`src/rtl/audio_pkg.sv`:
```
// Shared audio-interface constants for the I2S capture (ADC) and playback (DAC)
// paths. Both ends derive their clocks and bit strobes from the same frame
// counter layout, so they stay in phase.
//   - AUDIO_DATA_W : default sample width
//   - FRAME_LEN    : system clocks per LRCK frame
//   - *_BIT        : counter bit driving each generated clock
//   - BIT_STB_PHASE: counter phase within an SCK period at which SDOUT is sampled
package audio_pkg;

  localparam int unsigned AUDIO_DATA_W = 24;

  localparam int unsigned FRAME_LEN = 1024;
  localparam int unsigned CNT_W     = $clog2(FRAME_LEN);

  localparam int unsigned MCLK_BIT = 1;
  localparam int unsigned SCK_BIT  = 3;
  localparam int unsigned LRCK_BIT = 9;

  // Slot index is the counter field between SCK and LRCK bits (32 slots per half).
  localparam int unsigned SLOT_LSB = SCK_BIT + 1;
  localparam int unsigned SLOT_W   = LRCK_BIT - SLOT_LSB;

  // Mid SCK-high; leaves room for the 2-flop synchroniser delay.
  localparam logic [SCK_BIT:0] BIT_STB_PHASE = 4'b1011;

  localparam logic [CNT_W-1:0] HALF_END_CNT  = CNT_W'(FRAME_LEN / 2 - 1);
  localparam logic [CNT_W-1:0] FRAME_END_CNT = CNT_W'(FRAME_LEN - 1);

  // LRCK level per channel.
  typedef enum logic {
    CH_LEFT  = 1'b0,
    CH_RIGHT = 1'b1
  } channel_e;

endpackage

```
`src/rtl/i2s_clkgen.sv`:
```
// Free-running I2S frame counter and clock generator.
// Ports:
//   clk_i, rst_i    : system clock, synchronous active-high reset
//   mclk_o          : clk/4 master clock (registered)
//   sck_o           : clk/16 bit clock (registered)
//   lrck_o          : clk/1024 word select, low = left (registered)
//   slot_o          : slot index 0..31 within the current half-frame
//   bit_stb_o       : one-cycle strobe at the SDOUT sampling phase of each slot
//   half_end_o      : high in the last cycle of the left half (count 511)
//   frame_end_o     : high in the last cycle of the frame (count 1023)
//   frame_start_o   : high in the first cycle of the frame (count 0)
// All outputs are registered and aligned with the internal count value.
module i2s_clkgen
  import audio_pkg::*;
(
  input  logic              clk_i,
  input  logic              rst_i,
  output logic              mclk_o,
  output logic              sck_o,
  output logic              lrck_o,
  output logic [SLOT_W-1:0] slot_o,
  output logic              bit_stb_o,
  output logic              half_end_o,
  output logic              frame_end_o,
  output logic              frame_start_o
);

  logic [CNT_W-1:0]  cnt_q, cnt_d;
  logic              mclk_q, sck_q, lrck_q;
  logic [SLOT_W-1:0] slot_q;
  logic              bit_stb_q, half_end_q, frame_end_q, frame_start_q;

  // Counter wraps naturally at FRAME_LEN (power of two).
  assign cnt_d = cnt_q + CNT_W'(1);

  // Every output is decoded from the next count so it lines up with cnt_q.
  always_ff @(posedge clk_i) begin
    if (rst_i) begin
      cnt_q         <= '0;
      mclk_q        <= 1'b0;
      sck_q         <= 1'b0;
      lrck_q        <= 1'b0;
      slot_q        <= '0;
      bit_stb_q     <= 1'b0;
      half_end_q    <= 1'b0;
      frame_end_q   <= 1'b0;
      frame_start_q <= 1'b1;
    end else begin
      cnt_q         <= cnt_d;
      mclk_q        <= cnt_d[MCLK_BIT];
      sck_q         <= cnt_d[SCK_BIT];
      lrck_q        <= cnt_d[LRCK_BIT];
      slot_q        <= cnt_d[LRCK_BIT-1:SLOT_LSB];
      bit_stb_q     <= (cnt_d[SCK_BIT:0] == BIT_STB_PHASE);
      half_end_q    <= (cnt_d == HALF_END_CNT);
      frame_end_q   <= (cnt_d == FRAME_END_CNT);
      frame_start_q <= (cnt_d == '0);
    end
  end

  assign mclk_o        = mclk_q;
  assign sck_o         = sck_q;
  assign lrck_o        = lrck_q;
  assign slot_o        = slot_q;
  assign bit_stb_o     = bit_stb_q;
  assign half_end_o    = half_end_q;
  assign frame_end_o   = frame_end_q;
  assign frame_start_o = frame_start_q;

endmodule

```
`src/rtl/i2s_receiver.sv`:
```
// Master-mode I2S receiver for the audio ADC. Generates MCLK/SCK/LRCK from the
// system clock, deserialises standard I2S data (one-bit delay, MSB first) into
// two's-complement left/right samples and pulses sample_valid once per frame.
// Optional level detector (build with LEVEL_DETECT_EN) pulses loud the cycle
// after a frame whose peak magnitude exceeds THRESH, then stays quiet for
// HOLD_FRAMES frames. Without the macro loud is constant 0.
// Ports:
//   clk, rst          : 100 MHz system clock, synchronous active-high reset
//   en                : capture enable (clocks run regardless)
//   adc_sdout         : serial data from ADC, asynchronous to clk
//   adc_mclk/sck/lrck : generated clocks (clk/4, clk/16, clk/1024; lrck low = left)
//   left/right_sample : signed samples, DATA_W bits
//   sample_valid      : one-cycle pulse, both samples updated
//   loud              : one-cycle pulse, level above THRESH
module i2s_receiver
  import audio_pkg::*;
#(
  parameter int unsigned DATA_W      = AUDIO_DATA_W,
  parameter int unsigned THRESH      = 32'd1_000_000,
  parameter int unsigned HOLD_FRAMES = 32'd4096
) (
  input  logic              clk,
  input  logic              rst,
  input  logic              en,
  input  logic              adc_sdout,
  output logic              adc_mclk,
  output logic              adc_sck,
  output logic              adc_lrck,
  output logic [DATA_W-1:0] left_sample,
  output logic [DATA_W-1:0] right_sample,
  output logic              sample_valid,
  output logic              loud
);

  logic [SLOT_W-1:0] slot;
  logic              bit_stb, half_end, frame_end, frame_start;

  i2s_clkgen u_clkgen (
    .clk_i         (clk),
    .rst_i         (rst),
    .mclk_o        (adc_mclk),
    .sck_o         (adc_sck),
    .lrck_o        (adc_lrck),
    .slot_o        (slot),
    .bit_stb_o     (bit_stb),
    .half_end_o    (half_end),
    .frame_end_o   (frame_end),
    .frame_start_o (frame_start)
  );

  logic [1:0]        sync_q, sync_d;
  logic [DATA_W-1:0] shreg_q, shreg_d;
  logic [DATA_W-1:0] left_hold_q, left_hold_d;
  logic [DATA_W-1:0] left_q, left_d;
  logic [DATA_W-1:0] right_q, right_d;
  logic              valid_q, valid_d;
  logic              frame_ok_q, frame_ok_d;
  logic              in_word_c;

  // Slot 0 is the I2S one-bit delay; slots 1..DATA_W carry MSB..LSB.
  assign in_word_c = bit_stb && (slot != '0) && (32'(slot) <= DATA_W);

  // Capture datapath and frame qualification.
  always_comb begin
    sync_d      = {sync_q[0], adc_sdout};
    shreg_d     = shreg_q;
    left_hold_d = left_hold_q;
    left_d      = left_q;
    right_d     = right_q;
    valid_d     = 1'b0;
    frame_ok_d  = frame_ok_q;

    // A frame qualifies only if en is high from its first cycle to its last.
    if (!en) begin
      frame_ok_d = 1'b0;
    end else if (frame_start) begin
      frame_ok_d = 1'b1;
    end

    // Truncating cast drops the old MSB; works for any DATA_W including 1.
    if (in_word_c) begin
      shreg_d = DATA_W'({shreg_q, sync_q[1]});
    end

    if (half_end) begin
      left_hold_d = shreg_q;
    end

    if (frame_end && frame_ok_q && en) begin
      left_d  = left_hold_q;
      right_d = shreg_q;
      valid_d = 1'b1;
    end
  end

  always_ff @(posedge clk) begin
    if (rst) begin
      sync_q      <= '0;
      shreg_q     <= '0;
      left_hold_q <= '0;
      left_q      <= '0;
      right_q     <= '0;
      valid_q     <= 1'b0;
      frame_ok_q  <= 1'b0;
    end else begin
      sync_q      <= sync_d;
      shreg_q     <= shreg_d;
      left_hold_q <= left_hold_d;
      left_q      <= left_d;
      right_q     <= right_d;
      valid_q     <= valid_d;
      frame_ok_q  <= frame_ok_d;
    end
  end

  assign left_sample  = left_q;
  assign right_sample = right_q;
  assign sample_valid = valid_q;

`ifdef LEVEL_DETECT_EN
  localparam int unsigned HOLD_W = (HOLD_FRAMES < 1) ? 1 : $clog2(HOLD_FRAMES + 1);
  localparam logic [DATA_W-1:0] MOST_NEG = DATA_W'(1) << (DATA_W - 1);

  // Magnitude with the most-negative code saturated to the most-positive one.
  function automatic logic [DATA_W-1:0] abs_sat(input logic [DATA_W-1:0] x);
    logic [DATA_W-1:0] r;
    r = x;
    if (x == MOST_NEG) begin
      r = ~MOST_NEG;
    end else if (x[DATA_W-1]) begin
      r = ~x + DATA_W'(1);
    end
    return r;
  endfunction

  logic [DATA_W-1:0] mag_l_c, mag_r_c, mag_max_c;
  logic [HOLD_W-1:0] hold_q, hold_d;
  logic              loud_q, loud_d;

  // Evaluated in the sample_valid cycle, so loud lands one cycle later.
  always_comb begin
    mag_l_c   = abs_sat(left_q);
    mag_r_c   = abs_sat(right_q);
    mag_max_c = (mag_l_c > mag_r_c) ? mag_l_c : mag_r_c;
    hold_d    = hold_q;
    loud_d    = 1'b0;
    if (valid_q) begin
      if ((32'(mag_max_c) > THRESH) && (hold_q == '0)) begin
        loud_d = 1'b1;
        hold_d = HOLD_W'(HOLD_FRAMES);
      end else if (hold_q != '0) begin
        hold_d = hold_q - HOLD_W'(1);
      end
    end
  end

  always_ff @(posedge clk) begin
    if (rst) begin
      hold_q <= '0;
      loud_q <= 1'b0;
    end else begin
      hold_q <= hold_d;
      loud_q <= loud_d;
    end
  end

  assign loud = loud_q;
`else
  // Detector not built; its parameters fold into a constant and loud stays low.
  localparam logic DETECT_CFG = ^{THRESH, HOLD_FRAMES};
  assign loud = DETECT_CFG & 1'b0;
`endif

endmodule

```
`config.mk`:
```
export PLATFORM = sky130hd
export DESIGN_NAME = i2s_receiver
export DESIGN_NICKNAME = d
export VERILOG_FILES = /design/src/rtl/audio_pkg.sv /design/src/rtl/i2s_clkgen.sv /design/src/rtl/i2s_receiver.sv
export SDC_FILE = /design/constraint.sdc
export NUM_CORES = 1
export LEC_CHECK = 0
export ABC_AREA = 1
export BUFFER_PORTS_ARGS = -buffer_cell sky130_fd_sc_hd__buf_2
export CAP_MARGIN = 20
export CELL_PAD_IN_SITES_DETAIL_PLACEMENT = 0
export CELL_PAD_IN_SITES_GLOBAL_PLACEMENT = 1
export CORE_ASPECT_RATIO = 1.5
export CORE_MARGIN = 2
export CORE_UTILIZATION = 45
export DETAILED_ROUTE_END_ITERATION = 8
export PLACE_DENSITY_LB_ADDON = 0.1
export SYNTH_ARGS = -nofsm -noshare
export SYNTH_HDL_FRONTEND = slang
export SYNTH_SLANG_ARGS = --single-unit
```
`constraint.sdc`:
```
create_clock -name clk -period 2.92 [get_ports clk]
set_input_delay 0.584 -clock clk [delete_from_list [all_inputs] [get_ports clk]]
set_output_delay 0.584 -clock clk [all_outputs]
set_load 0.02 [all_outputs]
```
==> results of run 1 <==
[worst max-delay path, cell delays in order (launching register included)]
cell and delay, ps:
dfxtp_1 390, inv_2 60, nand3_2 100, nand2_1 90, o211ai_4 70, buf_4 520, nand2_1 120, nand2_1 90
nor2_1 40
[how the worst max path moves through the flow]
stage,start,to,slack [ps],cells after the start
2_1_floorplan,u_clkgen.cnt_q[1],u_clkgen.frame_end_o,1490,9
3_3_place_gp,rst,right_sample[0],950,5
3_5_place_dp,rst,left_hold_q[1],920,5
4_1_cts,u_clkgen.cnt_q[3],adc_sck,1270,1
5_1_grt,frame_ok_q,right_sample[8],1110,4
6_report,u_clkgen.slot_o[2],shreg_q[9],1290,8
[layout make-up]
cell class	count	area share (%)
sequential	114	44.3
multi-input combinational	316	29.6
clock buffer	21	8.93
inverter	91	6.63
timing repair buffer	59	6.17
tap	112	2.72
clock inverter	11	1.70
[cells in the mapped netlist]
cell / count / area, sq um
buf_4: 2 / 15.0
nand2_1: 75 / 282
buf_2: 5 / 25.0
nor2_1: 47 / 176
o211ai_2: 1 / 12.5
buf_1: 1 / 3.75
clkinv_1: 2 / 7.51
nor3_1: 2 / 10.0
inv_2: 6 / 22.5
o21ai_0: 60 / 300
buf_6: 1 / 11.3
nor3_2: 2 / 20.0
conb_1: 1 / 3.75
nor2_2: 22 / 138
buf_12: 2 / 40.0
nand3_1: 9 / 45.0
inv_1: 83 / 312
o21ai_1: 15 / 75.1
ha_1: 2 / 25.0
nand4_1: 3 / 18.8
dfxtp_1: 114 / 2280
a21oi_1: 73 / 365
nand3_2: 2 / 20.0
nand2_2: 2 / 12.5
clkbuf_1: 21 / 78.8
[flip-flops by register name, summed over array words and instances, names as in the netlist]
register	flops
left_hold_q	24
left_sample	24
right_sample	24
shreg_q	24
u_clkgen.cnt_q	5
u_clkgen.slot_o	4
sync_q	2
frame_ok_q	1
sample_valid	1
u_clkgen.bit_stb_o	1
u_clkgen.frame_end_o	1
u_clkgen.frame_start_o	1
u_clkgen.half_end_o	1
u_clkgen.lrck_o	1
[kinds of logic (layout without fill, tap and decap cells)]
| logic type | Yosys count | count (layout) |
|---|---|---|
| other | 1 | 1 |
| and+or+nand+nor | 164 | 164 |
| DFF | 114 | 114 |
| AOI/OAI and AO/OA | 149 | 149 |
| adders and majority gates | 2 | 2 |
| buffers and inverters | 123 | 182 |
[per-stage QoR]
| step | std cells | area [sq um] | power (mW) |
|---|---|---|---|
| final | 724 | 5150 | 3.51 |
| after floorplan | 553 | 4300 | 1.65 |
| after global placement | 692 | 4610 | 1.66 |
| after global routing | 724 | 5150 | 3.64 |
| after detailed placement | 692 | 4610 | 1.66 |
| after CTS | 724 | 5150 | 3.55 |
[per-layer routing]
metal / GRT usage, % / vias up / share of wire [%]
met5: 0 / - / 0
met4: 7.26 / 0 / 1.6
met3: 6.36 / 12 / 4.4
met2: 30.3 / 60 / 50
met1: 18.0 / 1552 / 44
li1: - / 1833 / -
[power groups by stage]
stage	Combinational [mW]	Clock [mW]	Sequential [mW]
CTS	0.0586	1.92	1.57
global placement	0.0577	0	1.60
detailed placement	0.0584	0	1.60
floorplan	0.0425	0	1.60
global route	0.0677	2.01	1.57
finish	0.0577	1.88	1.57
==> out/metrics.cfg, run 1 <==
[status]
run_status=finished clean

[power]
power.switching_mw=0.727
part_of_the_power_in_registers_pct=44.8
vdd_drop_max_mv=0.528
p_per_area_mw_per_mm2=681
combPwrFrac_pct=1.6
cellInternalPower_mw=2.78
p_clk_share_pct=53.6
sw_frac_of_total_pct=20.7
p_leak_nw=2.35

[drt]
via_count=3457
postRouteAntennaNets=0
avgRoutedWirePerCell_um=11.4
detail_route.first_pass.iterations=4
total_wire_length_after_detailed_routing_um=8240
initialDrtViolationCount=178
drcViolationCount=0
detail_route.vias_per_cell=4.77

[synthesis]
postSynthCellCount=553
simple_gate_portion_of_the_synthesized_area_pct=16.8
synth-compound-area-share_pct=17.5
avgSynthCellArea_sq_um=7.78
proportion_of_synthesized_chip_area_in_sequential_cells_pct=53.1
post_synth_fa_ha_maj_area_fraction_pct=0.582
yosysUniqueCellTypes=25
ys_seq_elements=114
fraction_of_synthesized_area_in_multiplexers_pct=0
synth-warning-count=0
main_combinational_cell_family_by_area_after_synthesis=compound AO/OA/AOI/OAI gates
synth-xor-area-share_pct=0
syn_nets=559
syn-cell-area_sq_mm=0.00430

[die]
die_area_sq_mm=0.0104
die_height_um=124
rows=43
start_util_pct=46.5
top_level_ports=57
die_w_um=83.8
core_sq_mm=0.00925

[final_layout]
layout.cells.most_common_list=dfxtp_1 (114), inv_1 (83), nand2_1 (75)
layout-area-overhead-vs-synth_pct=19.8
seq_area_sq_mm=0.00228
design.final.nets=605
layout.filler_cells=940
n_antenna_cell=0
layout_commonest_cell=dfxtp_1
final_layout_size_suffix_gt1_share_pct=20.4
final_util_pct=55.7
multiInputGateArea_sq_mm=0.00153

[clocking]
clkTransAtPathRegs_ps=50
cts_resized=0
number_of_sinks_handled_by_clock_tree_synthesis=114
post_cts_buffers=0
cts_tree=done
max-clock-path-buffers=2
cts-buffers-inserted=17
clock_root_buffer=clkbuf_16
clk_latency_ps=400
cts.hold.buffers_added=0
cts.htree.levels=4

[sta]
finalCritPeriodShare_pct=55.7
tns_ps=0
final-setup-viol-count=0
finalMaxSlewViolations=0
timing.max_slew.rel_slack_pct=52.5
final-hold-violation-count=0
setup_ws_post_layout_ps=1290
worst-slew-pin-transition_ps=711
maxClockFrequency_mhz=615
rsz0062_at_grt=false
final_period_demand_of_the_worst_path_ps=1630
fin_skew_ps=7.06
timing.hold.ws_ps=391

[min_path]
timing.hold.worst_path_depth=3
min-delay-start=adc_sdout
holdCritPathClass=input pin to flip-flop
min_to=sync_q[0]

[global_routing]
number_of_antenna_violations_at_the_first_check_in_global_routing=0
first_global_vias=3173
grt.total_usage_pct=17.0
global_route.overflow_total=0
grt_first_pass_wirelength_um=14000
grt_max_degree=52

[placed_design]
hpwl_um=5210
globalplace.congestion=0.782
dp_worst_setup_slack_ps=921
buffer_ports.inserted=55

[critical_path]
worst_setup_path_start_kind=flip-flop
critical_path.endpoint_type=flip-flop
critPathMaxFanout=48
reg2reg_slack_ps=1290
critical_path_class=flip-flop to flip-flop
cp_data_required_time_ps=3220
worst_ep_arrival_time_ps=1920
ff2ff_path_depth=8
timing.rr.start=u_clkgen.slot_o[2]
critical_path.reg2reg.endpoint=shreg_q[9]

[run]
drv_cap=0

Power figures use the tool's default switching activity.
==> inputs of run 2 (changes only) <==
--- a/config.mk
+++ b/config.mk
@@ -12,7 +12,7 @@
 export CELL_PAD_IN_SITES_GLOBAL_PLACEMENT = 1
 export CORE_ASPECT_RATIO = 1.5
 export CORE_MARGIN = 2
-export CORE_UTILIZATION = 45
+export CORE_UTILIZATION = 42
 export DETAILED_ROUTE_END_ITERATION = 8
 export PLACE_DENSITY_LB_ADDON = 0.1
 export SYNTH_ARGS = -nofsm -noshare
==> constraint.sdc (replaced) <==
create_clock -name clk -period 1.5 [get_ports clk]
set_input_delay 0.3 -clock clk [delete_from_list [all_inputs] [get_ports clk]]
set_output_delay 0.3 -clock clk [all_outputs]
set_load 0.02 [all_outputs]
==> run 2 against run 1 <==
Worst hold slack got worse by 300 ps; cell count rose by 1.5%; combinational power up 140%; power increased by 120%; clock power is 140% higher; first-iteration DRC count is 28% lower; via count fell by 0.43%; global-route usage decreased by 0.17 points; cell area increased by 5.1%.
==> out/metrics.cfg, run 2 (synthesis gave the netlist of run 1 again) <==
[sta]
final_period_demand_of_the_worst_path_ps=1340
maxClockFrequency_mhz=746
final-hold-violation-count=0  ; unchanged
finalCritPeriodShare_pct=89.4
rsz0062_at_grt=false
final-setup-viol-count=0  ; unchanged
tns_ps=0  ; unchanged
fin_skew_ps=6.69  ; -0.368 ps
timing.hold.ws_ps=91.3  ; -299 ps
finalMaxSlewViolations=0  ; unchanged

[die]
core_sq_mm=0.0100  ; +8.3%
die_height_um=128  ; +3.4%
rows=45  ; +4.7%
die_area_sq_mm=0.0111  ; +6.8%
die_w_um=86.6  ; +3.3%
top_level_ports=57  ; unchanged
start_util_pct=42.9  ; -3.6 points

[drt]
detail_route.first_pass.iterations=4  ; unchanged
detail_route.vias_per_cell=4.68  ; -1.9%
initialDrtViolationCount=129  ; -28%
total_wire_length_after_detailed_routing_um=8440  ; +2.5%
avgRoutedWirePerCell_um=11.5  ; +0.92%
postRouteAntennaNets=0  ; unchanged
via_count=3442  ; -0.43%
drcViolationCount=0  ; unchanged

[global_routing]
first_global_vias=3200  ; +0.85%
grt.total_usage_pct=16.8  ; -0.17 points
global_route.overflow_total=0  ; unchanged
grt_first_pass_wirelength_um=14400  ; +2.7%
number_of_antenna_violations_at_the_first_check_in_global_routing=0  ; unchanged
grt_max_degree=56  ; +7.7%

[critical_path]
critical_path_class=flip-flop to primary output
worst-path-buf-inv=2  ; unchanged
timing.critical_path.slowest_cell_delay_ps=330  ; -190 ps
worst_ep_arrival_time_ps=1040  ; -880 ps
critical_path.endpoint_type=primary output
cp_data_required_time_ps=1200  ; -2020 ps
crit_chain=buf_4, buf_2
critPathMaxFanout=4  ; -92%
cp_top_family=flip-flops
worst_setup_path_start_kind=flip-flop
cpMaxStageDelayCell=dfxtp_1

[clocking]
max-clock-path-buffers=2  ; unchanged
cts_tree=done
clk_latency_ps=410  ; about the same
clkTransAtPathRegs_ps=50  ; about the same
number_of_sinks_handled_by_clock_tree_synthesis=114  ; unchanged
cts-buffers-inserted=17  ; unchanged
cts.htree.levels=4  ; unchanged
cts.hold.buffers_added=0  ; unchanged
clock_root_buffer=clkbuf_16

[placed_design]
hpwl_um=5460  ; +4.8%
globalplace.congestion=0.777  ; -0.55%
place.detailed.instances=703  ; +1.6%
buffer_ports.inserted=55  ; unchanged

[final_layout]
n_antenna_cell=0  ; unchanged
fin_cells=735  ; +1.5%
layout-area-overhead-vs-synth_pct=25.9
design.final.nets=611  ; +0.99%
layout_commonest_cell=dfxtp_1
layout.cells.most_common_list=dfxtp_1 (114), inv_1 (83), nand2_1 (75)
final_layout_size_suffix_gt1_share_pct=21.5  ; +1.1 points
final_util_pct=54.1  ; -1.6 points

[status]
run_status=finished clean

[power]
p_per_area_mw_per_mm2=1430  ; +110%
power.switching_mw=1.43  ; +97%
part_of_the_power_in_registers_pct=39.3  ; -5.5 points
sw_frac_of_total_pct=18.5  ; -2.3 points
vdd_drop_max_mv=0.893  ; +69%
p_clk_share_pct=58.9  ; +5.3 points
combPwrFrac_pct=1.8  ; +0.2 points
p_leak_nw=2.47  ; +5.2%
total_chip_power_mw=7.76  ; +120%
cellInternalPower_mw=6.33  ; +130%

[min_path]
holdCritPathClass=input pin to flip-flop

[run]
drv_cap=0  ; unchanged

## run 2: changes by cell type in the layout (fill, tap and decap cells not counted), moves of 2 or more
cell        delta
clkinvlp_4     -2
bufinv_16      +5
buf_12         +6
clkinv_2       -4
## run 2: path summary, 6_finish.rpt
check	start	endpoint	slack, ps	cells past startpoint
setup / recovery	u_clkgen.cnt_q[1]	adc_mclk	160	2
hold / removal	adc_sdout	sync_q[0]	90	3
setup reg to reg	u_clkgen.cnt_q[1]	u_clkgen.half_end_o	160	8
hold reg to reg	sync_q[0]	sync_q[1]	410	2
## run 2: routing by layer
layer  track usage (%)  vias up  part of all wire (%)
li1                  -     1838                     -
met3              6.95        8                   4.2
met2              28.2       55                    51
met1              18.9     1541                    44
met5                 0        -                     0
met4              6.07        0                   1.1
## run 2: tightest hold or removal path, stage by stage
cell    delay (ps)
buf_2           70
inv_1           30
nor2_1          60
## run 2: what timing repair did
| action | 4_1_cts | 5_1_grt |
|---|---|---|
| setup endpoints to repair | 0 | 2 |
| gates resized for setup | 0 | 2 |
| setup buffers | 0 | 0 |
## run 2: through the flow
| stage | worst slack (ps) | instance area, sq um |
|---|---|---|
| floorplan | 65.5 | 4300 |
| global route | 35.3 | 5420 |
| CTS | 101 | 5410 |
| detailed placement | 115 | 4730 |
| finish | 159 | 5420 |
| global placement | 224 | 4730 |
## run 2: final cells by class
cell class / count / area [sq um]
Timing Repair Buffer: 65 / 438
Sequential cell: 114 / 2280
Inverter: 91 / 342
Fill cell: 980 / 4600
Clock buffer: 22 / 474
Multi-Input combinational cell: 316 / 1530
Clock inverter: 10 / 203
Tap cell: 117 / 146
## run 2: power groups by stage
stage	clock [mW]	combinational, mW	sequential [mW]
3_5_place_dp	0	0.139	3.11
2_1_floorplan	0	0.0826	3.12
5_1_grt	4.81	0.159	3.05
3_3_place_gp	0	0.139	3.11
4_1_cts	4.67	0.139	3.05
6_report	4.57	0.136	3.05
